--- src/rtl/run_sequencer.sv ---
`default_nettype none
// ---------------------------------------------------------------------------
// run_sequencer : preloads DataMem, runs the core start/halt protocol, streams a result window back
// Rev 1.0
// ---------------------------------------------------------------------------
module run_sequencer #(
  parameter int unsigned START_CYCLES = 2,
  parameter int unsigned TIMEOUT      = 65535,
  parameter int unsigned RD_LAT       = 1
) (
  input  logic        CLK,
  input  logic        reset_n,
  input  logic        cmd_valid,
  output logic        cmd_ready,
  input  logic [7:0]  load_len,
  input  logic [7:0]  rd_base,
  input  logic [7:0]  rd_len,
  input  logic        ld_valid,
  output logic        ld_ready,
  input  logic [7:0]  ld_data,
  output logic        start,
  input  logic        halt,
  output logic        dm_sel,
  output logic [7:0]  dm_addr,
  output logic        dm_wr,
  output logic [7:0]  dm_wdata,
  output logic        dm_rd,
  input  logic [7:0]  dm_rdata,
  output logic        rb_valid,
  input  logic        rb_ready,
  output logic [7:0]  rb_data,
  output logic        done,
  output logic        timed_out,
  output logic [31:0] run_cycles
);

  localparam logic [7:0]  c_START_LAST = 8'(START_CYCLES - 1);
  localparam logic [7:0]  c_RD_LAST    = 8'(RD_LAT - 1);
  localparam logic [31:0] c_TIMEOUT    = 32'(TIMEOUT);

  typedef enum logic [2:0] {
    S_IDLE  = 3'd0,
    S_LOAD  = 3'd1,
    S_START = 3'd2,
    S_RUN   = 3'd3,
    S_READ  = 3'd4,
    S_DONE  = 3'd5
  } state_t;

  typedef enum logic [1:0] {
    R_ISSUE   = 2'd0,
    R_WAIT    = 2'd1,
    R_PRESENT = 2'd2
  } rphase_t;

  state_t      r_state;
  rphase_t     r_rphase;
  logic [7:0]  r_load_len;
  logic [7:0]  r_rd_base;
  logic [7:0]  r_rd_len;
  logic [7:0]  r_ptr;
  logic [7:0]  r_cnt;
  logic [7:0]  r_rb_data;
  logic        r_timed_out;
  logic [31:0] r_run_cycles;
  logic [31:0] w_run_next;

  assign w_run_next = r_run_cycles + 32'd1;

  always_ff @(posedge CLK) begin
    if (!reset_n) begin
      r_state      <= S_IDLE;
      r_rphase     <= R_ISSUE;
      r_load_len   <= 8'd0;
      r_rd_base    <= 8'd0;
      r_rd_len     <= 8'd0;
      r_ptr        <= 8'd0;
      r_cnt        <= 8'd0;
      r_rb_data    <= 8'd0;
      r_timed_out  <= 1'b0;
      r_run_cycles <= 32'd0;
    end else begin
      case (r_state)
        S_IDLE: begin
          if (cmd_valid) begin
            r_load_len   <= load_len;
            r_rd_base    <= rd_base;
            r_rd_len     <= rd_len;
            r_timed_out  <= 1'b0;
            r_run_cycles <= 32'd0;
            r_ptr        <= 8'd0;
            r_cnt        <= 8'd0;
            r_state      <= (load_len == 8'd0) ? S_START : S_LOAD;
          end
        end
        S_LOAD: begin
          if (ld_valid) begin
            r_ptr <= r_ptr + 8'd1;
            if (r_ptr == r_load_len - 8'd1) begin
              r_cnt   <= 8'd0;
              r_state <= S_START;
            end
          end
        end
        S_START: begin
          if (r_cnt == c_START_LAST) begin
            r_state <= S_RUN;
          end else begin
            r_cnt <= r_cnt + 8'd1;
          end
        end
        S_RUN: begin
          // The cycle that sees halt or reaches the limit is itself counted.
          r_run_cycles <= w_run_next;
          if (halt || (w_run_next == c_TIMEOUT)) begin
            r_timed_out <= ~halt;
            r_ptr       <= 8'd0;
            r_rphase    <= R_ISSUE;
            r_state     <= S_READ;
          end
        end
        S_READ: begin
          if (r_rd_len == 8'd0) begin
            r_state <= S_DONE;
          end else begin
            case (r_rphase)
              R_ISSUE: begin
                r_cnt    <= 8'd0;
                r_rphase <= R_WAIT;
              end
              R_WAIT: begin
                if (r_cnt == c_RD_LAST) begin
                  r_rb_data <= dm_rdata;
                  r_rphase  <= R_PRESENT;
                end else begin
                  r_cnt <= r_cnt + 8'd1;
                end
              end
              R_PRESENT: begin
                if (rb_ready) begin
                  r_ptr    <= r_ptr + 8'd1;
                  r_rphase <= R_ISSUE;
                  if (r_ptr == r_rd_len - 8'd1) r_state <= S_DONE;
                end
              end
              default: r_rphase <= R_ISSUE;
            endcase
          end
        end
        S_DONE:  r_state <= S_IDLE;
        default: r_state <= S_IDLE;
      endcase
    end
  end

  assign cmd_ready  = (r_state == S_IDLE);
  assign ld_ready   = (r_state == S_LOAD);
  assign start      = (r_state == S_START);
  assign dm_sel     = !((r_state == S_START) || (r_state == S_RUN));
  assign dm_wr      = ld_ready && ld_valid;
  assign dm_wdata   = ld_ready ? ld_data : 8'd0;
  assign dm_rd      = (r_state == S_READ) && (r_rphase == R_ISSUE) && (r_rd_len != 8'd0);
  assign dm_addr    = ld_ready ? r_ptr :
                      (r_state == S_READ) ? (r_rd_base + r_ptr) : 8'd0;
  assign rb_valid   = (r_state == S_READ) && (r_rphase == R_PRESENT);
  assign rb_data    = r_rb_data;
  assign done       = (r_state == S_DONE);
  assign timed_out  = r_timed_out;
  assign run_cycles = r_run_cycles;

endmodule
`default_nettype wire
--- config.mk ---
export PLATFORM = sky130hd
export DESIGN_NAME = run_sequencer
export DESIGN_NICKNAME = d
export VERILOG_FILES = /design/src/rtl/run_sequencer.sv
export SDC_FILE = /design/constraint.sdc
export NUM_CORES = 1
export LEC_CHECK = 0
export CAP_MARGIN = 20
export CORE_MARGIN = 5
export CORE_UTILIZATION = 25
export DETAILED_ROUTE_END_ITERATION = 10
export GPL_ROUTABILITY_DRIVEN = 0
export PLACE_DENSITY = 0.51
export SLEW_MARGIN = 20
export SYNTH_ARGS = -nofsm -noshare
export SYNTH_HDL_FRONTEND = slang
export SYNTH_SLANG_ARGS = --single-unit
--- constraint.sdc ---
create_clock -name CLK -period 3.16 [get_ports CLK]
set_input_delay 0.474 -clock CLK [delete_from_list [all_inputs] [get_ports CLK]]
set_output_delay 0.474 -clock CLK [all_outputs]
set_load 0.01 [all_outputs]
Yosys cells after proc, flatten, opt, wreduce, memory -nomap -nowiden
Index checks and enable logic that the tools add are counted.

storage, ports and cells
  word-level logic and storage cells = 109
  ROM bits = 0
  output and inout bits = 65
  bits in writable memories = 0
  input bits = 46
  register bits after elaboration = 86
  bits in latches = 0
  memories = 0

cells by class
  multiply operators = 0
  bitwise operators = 2
  $add $sub $neg = 6
  eq/ne operators = 27
  div/mod/pow operators = 0
  magnitude comparators = 0
  shift-type cells = 0
  reductions and logical operators = 25
  muxes and demuxes = 39

operators by type and width
  operator                                                                  number
  8-bit 2-to-1 mux                                                          14
  32-bit one-hot mux with 2 select lines                                    1
  8-bit one-hot mux with 4 select lines                                     2
  32-bit by 1-bit adder with 32-bit output (second input constant)          1
  32-bit by 16-bit equality test with 1-bit output (second input constant)  1
  32-bit 2-to-1 mux                                                         1
  3-bit 2-to-1 mux                                                          9
  8-bit zero test                                                           3
  8-bit by 1-bit adder with 8-bit output (second input constant)            2
  8-bit equality test                                                       2
  8-bit one-hot mux with 2 select lines                                     1
  8-bit AND reduction                                                       2
  8-bit by 1-bit subtractor with 8-bit output (second input constant)       2
  3-bit inequality test (second input constant)                             5
  3-bit one-hot mux with 5 select lines                                     1
  2-bit inequality test (second input constant)                             6
  2-bit 2-to-1 mux                                                          5
  8-bit adder                                                               1
  8-bit by 1-bit equality test with 1-bit output (second input constant)    1
  4-bit nonzero test                                                        2
  8-bit nonzero test                                                        1
  7-bit AND reduction                                                       1
  3-bit by 2-bit equality test with 1-bit output (second input constant)    2
  3-bit equality test (second input constant)                               2
  21 further kinds                                                          31

Depth between registers and ports, before layout
Gate-level depths: netlist (run 1).

  depth after elaboration = 7
  gate-level depth with buffers = 11
  mapped depth without buffers = 10

Worst setup path after synthesis (run 1)
Ideal clock, no wire load.

  path kind = register -> register
  start point = register r_run_cycles[0], in the netlist run_cycles[0]
  end point = register r_ptr[1]
  setup slack = 0.265 ns
  data required time = 3.088 ns
  data arrival time = 2.824 ns
  cell stages (with the launch flop) = 12
  period minus slack after synthesis = 2.895 ns
  buffers on the path = 2
  setup time = 0.072 ns
  cell sequence = dfxtp_1 -> ha_1 -> buf_2 -> and4_1 -> nand4_2 -> nor4_2 -> and3_1 -> o2111ai_1 -> nor4_4 -> o31a_1 -> buf_6 -> mux2i_1

between the ends
  longest elaborated chain between the ends = 5

ends and longest elaborated chain
  what                                              RTL line  source
  start, declared                                   65        logic [31:0] r_run_cycles;
  start signal, assigned                            114       r_run_cycles <= w_run_next;
  32-bit by 1-bit adder with 32-bit output          68        assign w_run_next = r_run_cycles + 32'd1;
  32-bit by 16-bit equality test with 1-bit output  115       if (halt || (w_run_next == c_TIMEOUT)) begin
  1-bit logical OR                                  115
  2-bit inequality test (no source line)            -
  7-bit AND reduction (no source line)              -
  end signal, assigned                              98        r_ptr <= r_ptr + 8'd1;
  end signal, assigned                              141       r_ptr <= r_ptr + 8'd1;
  end, declared                                     61        logic [7:0] r_ptr;

Every way passes these cells.
A chain may end at the register's enable or synchronous reset.

Worst setup path after layout (run 1)
  start point = register r_rd_len[2]
  end point = output dm_rd

between the ends
  longest elaborated chain between the ends = 2

ends and longest elaborated chain
  what                    RTL line  source
  start, declared         60        logic [7:0] r_rd_len;
  start signal, assigned  88        r_rd_len <= rd_len;
  8-bit nonzero test      162       assign dm_rd = (r_state == S_READ) && (r_rphase == R_ISSUE) && (r_rd_len != 8'd0);
  1-bit logical AND       162
  end, declared           27        output logic dm_rd,

Every way passes these cells.

==> out/qor.txt, run 1 <==
Status = completed
Net switching power = 1.37 mW
Antenna violations before repair = 0
Net count after synthesis = 804
Commonest cells after routing, fill and taps aside = sky130_fd_sc_hd__nand2_1, sky130_fd_sc_hd__clkdlybuf4s50_1, sky130_fd_sc_hd__dfxtp_1
Hold WC Path Type = flip-flop to flip-flop
Portion of total power attributed to sequential cells = 0.344
Vias = 5752
Detailed Route WL = 18.4 mm
All-Layer GR Usage = 0.143
DIE AREA = 25300 um2
Non-filler cells, final = 1151
Final Max Slew Viols = 0
Power per cell area = 496 nW/um2
Number of synthesized flops with an enable pin = 0
Post-Place Setup Slack = 0.122 ns
# nets final = 929
CTS tree = yes
Source-to-sink clock delay at the later pin of the worst-skew pair = 0.35 ns
Max-cap violation count = 0
Number of DRC violations after detailed-routing iteration 0 = 303
Actual transition at the worst max-transition pin = 0.670 ns
Placed wire-length estimate = 13.5 mm
Row cnt = 54
Post-Place Cells = 1134
Maximum number of buffers from clock root to sink = 2
DIE HEIGHT = 159 um
First-pass GRT wire length = 30.2 mm
Number of input and output port buffers inserted = 110
Global-route track usage on met2 = 0.222
Launching element type of the critical path = flip-flop
Net switching share of the total power = 0.367
Number of sinks handled by clock tree synthesis = 86
Post-layout min period = 3.00 ns
Cell at the root of the clock tree = sky130_fd_sc_hd__clkbuf_16
First-pass iteration count of the detailed router = 5
Filler cell count in the final layout = 2329
Delay of the slowest critical-path stage = 0.69 ns
Crit path cell chain = or4_1, or4b_2, nand2_1, nor3_1, dlygate4sd2_1
Number of remaining DRC errors = 0
Residual antenna-violating net count after detailed routing = 0
Vias per cell = 5.00
Setup repair after global routing missed its margin = no
Share of post-route cells with drive strength above 1 = 0.117
Top cells by area in the synthesized netlist = sky130_fd_sc_hd__dfxtp_1, sky130_fd_sc_hd__nand2_1, sky130_fd_sc_hd__a21oi_1
Final global-route overflow total = 0
Average size of a mapped cell = 7.51 um2
Seq cells post-synth = 86
Total power after layout = 3.74 mW
Crit path DAT = 2.53 ns
Worst IR drop on VDD = 0.266 mV
Critical Path Sink Type = output pin
Post-synthesis cell type with the largest combined area = sky130_fd_sc_hd__dfxtp_1
Global route hottest layer = met2
H-Tree Level Count = 3
Internal power component = 2.37 mW
Netlist area before placement = 5560 um2
Critical Path RT = 2.69 ns
Relative contribution of combinational cells to total power = 0.356
Worst clock skew = 0.00879 ns
Fraction of synthesized cell area taken by the top area cell type = 0.310
Width of the die = 159 um
Number of distinct standard cells referenced by the synthesized netlist = 76
Kind of critical path = flip-flop to output pin
Starting density of the core = 0.254
Worst-path cell with the longest stage delay = sky130_fd_sc_hd__or4b_2
Core region area = 21900 um2
Achievable Freq = 0.333 GHz
GR met3 Demand/Resource = 0.0388
Average wire per standard cell = 16.0 um
Proportion of synthesized chip area in sequential cells = 0.310
Largest net degree at the start of global routing = 65
Most frequent standard cell in the layout excluding fill and tap cells = sky130_fd_sc_hd__nand2_1
Final period util = 0.951
Number of buffers inserted for hold repair after clock tree synthesis = 0
Via count of the first global-routing pass = 5567
Aggregate negative setup slack = 0 ns
Maximum fanout count along the critical path = 6
Area Growth Syn to Fin = 35.5%
Number of buffers inserted during clock tree synthesis = 9
Total of endpoints with negative setup slack in the final report = 0
Worst-case hold slack = 0.460 ns
Proportion of register bits with asynchronous set or reset after synthesis = 0
Ant. Diodes = 0
Clock group share of total power = 0.301
Final Hold Viols = 0
Most frequently used flop master after synthesis = sky130_fd_sc_hd__dfxtp_1
Boundary Pins = 111
Met1 track demand over resource = 0.195
Static leakage = 2.74 nW
YS warnings = 0
Top delay family on crit path = simple AND/OR/NAND/NOR gates
Clock transition at the register clock pins on the worst setup and hold paths after CTS = 0.07 ns
Buffer and inverter count on the worst path = 1
Crit path setup slack, layout = 0.156 ns
Headroom to the max-slew limit = 0.553
Number of standard cells after synthesis = 741
state kept, by name (all words and copies together) (netlist names):
register	cells
r_cnt	8
r_load_len	8
r_ptr	8
r_rd_base	8
r_rd_len	8
r_rphase	2
r_state	3
rb_data	8
run_cycles	32
timed_out	1
metrics by stage:
| step | util | area [um2] |
|---|---|---|
| 2_1_floorplan | - | 5560 |
| 3_3_place_gp | 0.330 | 7210 |
| 3_5_place_dp | 0.330 | 7210 |
| 4_1_cts | 0.344 | 7530 |
| 5_1_grt | 0.344 | 7540 |
| 6_report | 0.344 | 7540 |
cells in the mapped netlist, drive strengths merged (5+ instances only):
library cell	n
xor2	17
a311oi	5
nand2	115
nand2b	8
nand3	29
nor3	30
nor2	67
o21ai	28
clkbuf	42
a21oi	73
a31oi	6
mux2i	11
and4	6
nand4	14
dfxtp	86
or3	12
o22ai	6
nand4b	5
and3	15
a211oi	5
inv	20
buf	7
xnor2	26
nor4	17
ha	16
power by group through the flow:
stage	Clock (mW)	Combinational, mW	Sequential [mW]
floorplan	0	0.884	1.25
global placement	0	1.33	1.31
detailed placement	0	1.33	1.31
CTS	1.17	1.34	1.29
global route	1.21	1.49	1.30
finish	1.12	1.33	1.28
final cells by class:
| class | instances | area [um2] | area share |
|---|---|---|---|
| tap | 280 | 350 | 0.0465 |
| multi-input combinational | 585 | 3570 | 0.474 |
| inverter | 21 | 78.8 | 0.0105 |
| clock inverter | 6 | 68.8 | 0.00913 |
| timing repair buffer | 163 | 1500 | 0.200 |
| sequential | 86 | 1720 | 0.229 |
| clock buffer | 10 | 239 | 0.0317 |
logic make-up after synthesis:
group | Yosys count | synth area share
and+or+nand+nor | 344 | 0.317
AOI/OAI and AO/OA | 170 | 0.195
DFF | 86 | 0.310
buffers and inverters | 70 | 0.0513
xor gates and xnor gates | 43 | 0.0677
adders and majority gates | 17 | 0.0396
muxes | 11 | 0.0198
metal layers:
metal | up-vias | share of wire
met5 | - | 0
met4 | 0 | 0.020
met3 | 28 | 0.055
met2 | 166 | 0.45
met1 | 2653 | 0.48
li1 | 2905 | -
tightest hold or removal path, cell delays in order (launching register included):
cell	delay, ns
sky130_fd_sc_hd__dfxtp_1	0.31
sky130_fd_sc_hd__nand2_1	0.05
sky130_fd_sc_hd__a21oi_1	0.05
final timing paths:
kind / startpoint / slack (ns) / depth (start not counted) / endpoint
worst max register to register: run_cycles[5] / 0.19 / 10 / r_ptr[1]
worst min-delay path: r_rd_base[0] / 0.46 / 2 / r_rd_base[0]
worst max-delay path: r_rd_len[2] / 0.16 / 5 / dm_rd
worst min register to register: r_rd_base[0] / 0.46 / 2 / r_rd_base[0]
repair_timing:
item | in CTS | in global routing
pin swaps | 0 | 1
endpoints found under the hold margin | 0 | 0
setup buffers | 0 | 1
resized for setup | 5 | 5
endpoints found under the setup margin | 3 | 8
(Power assumes the default switching activity.)
==> run 2, diff against run 1 <==
Settings changed: ABC_CLOCK_PERIOD_IN_PS from default to 3160, GPL_ROUTABILITY_DRIVEN 0 to default.
==> results of run 2 <==
Final layout, timing and power as in run 1 (identical DEF).
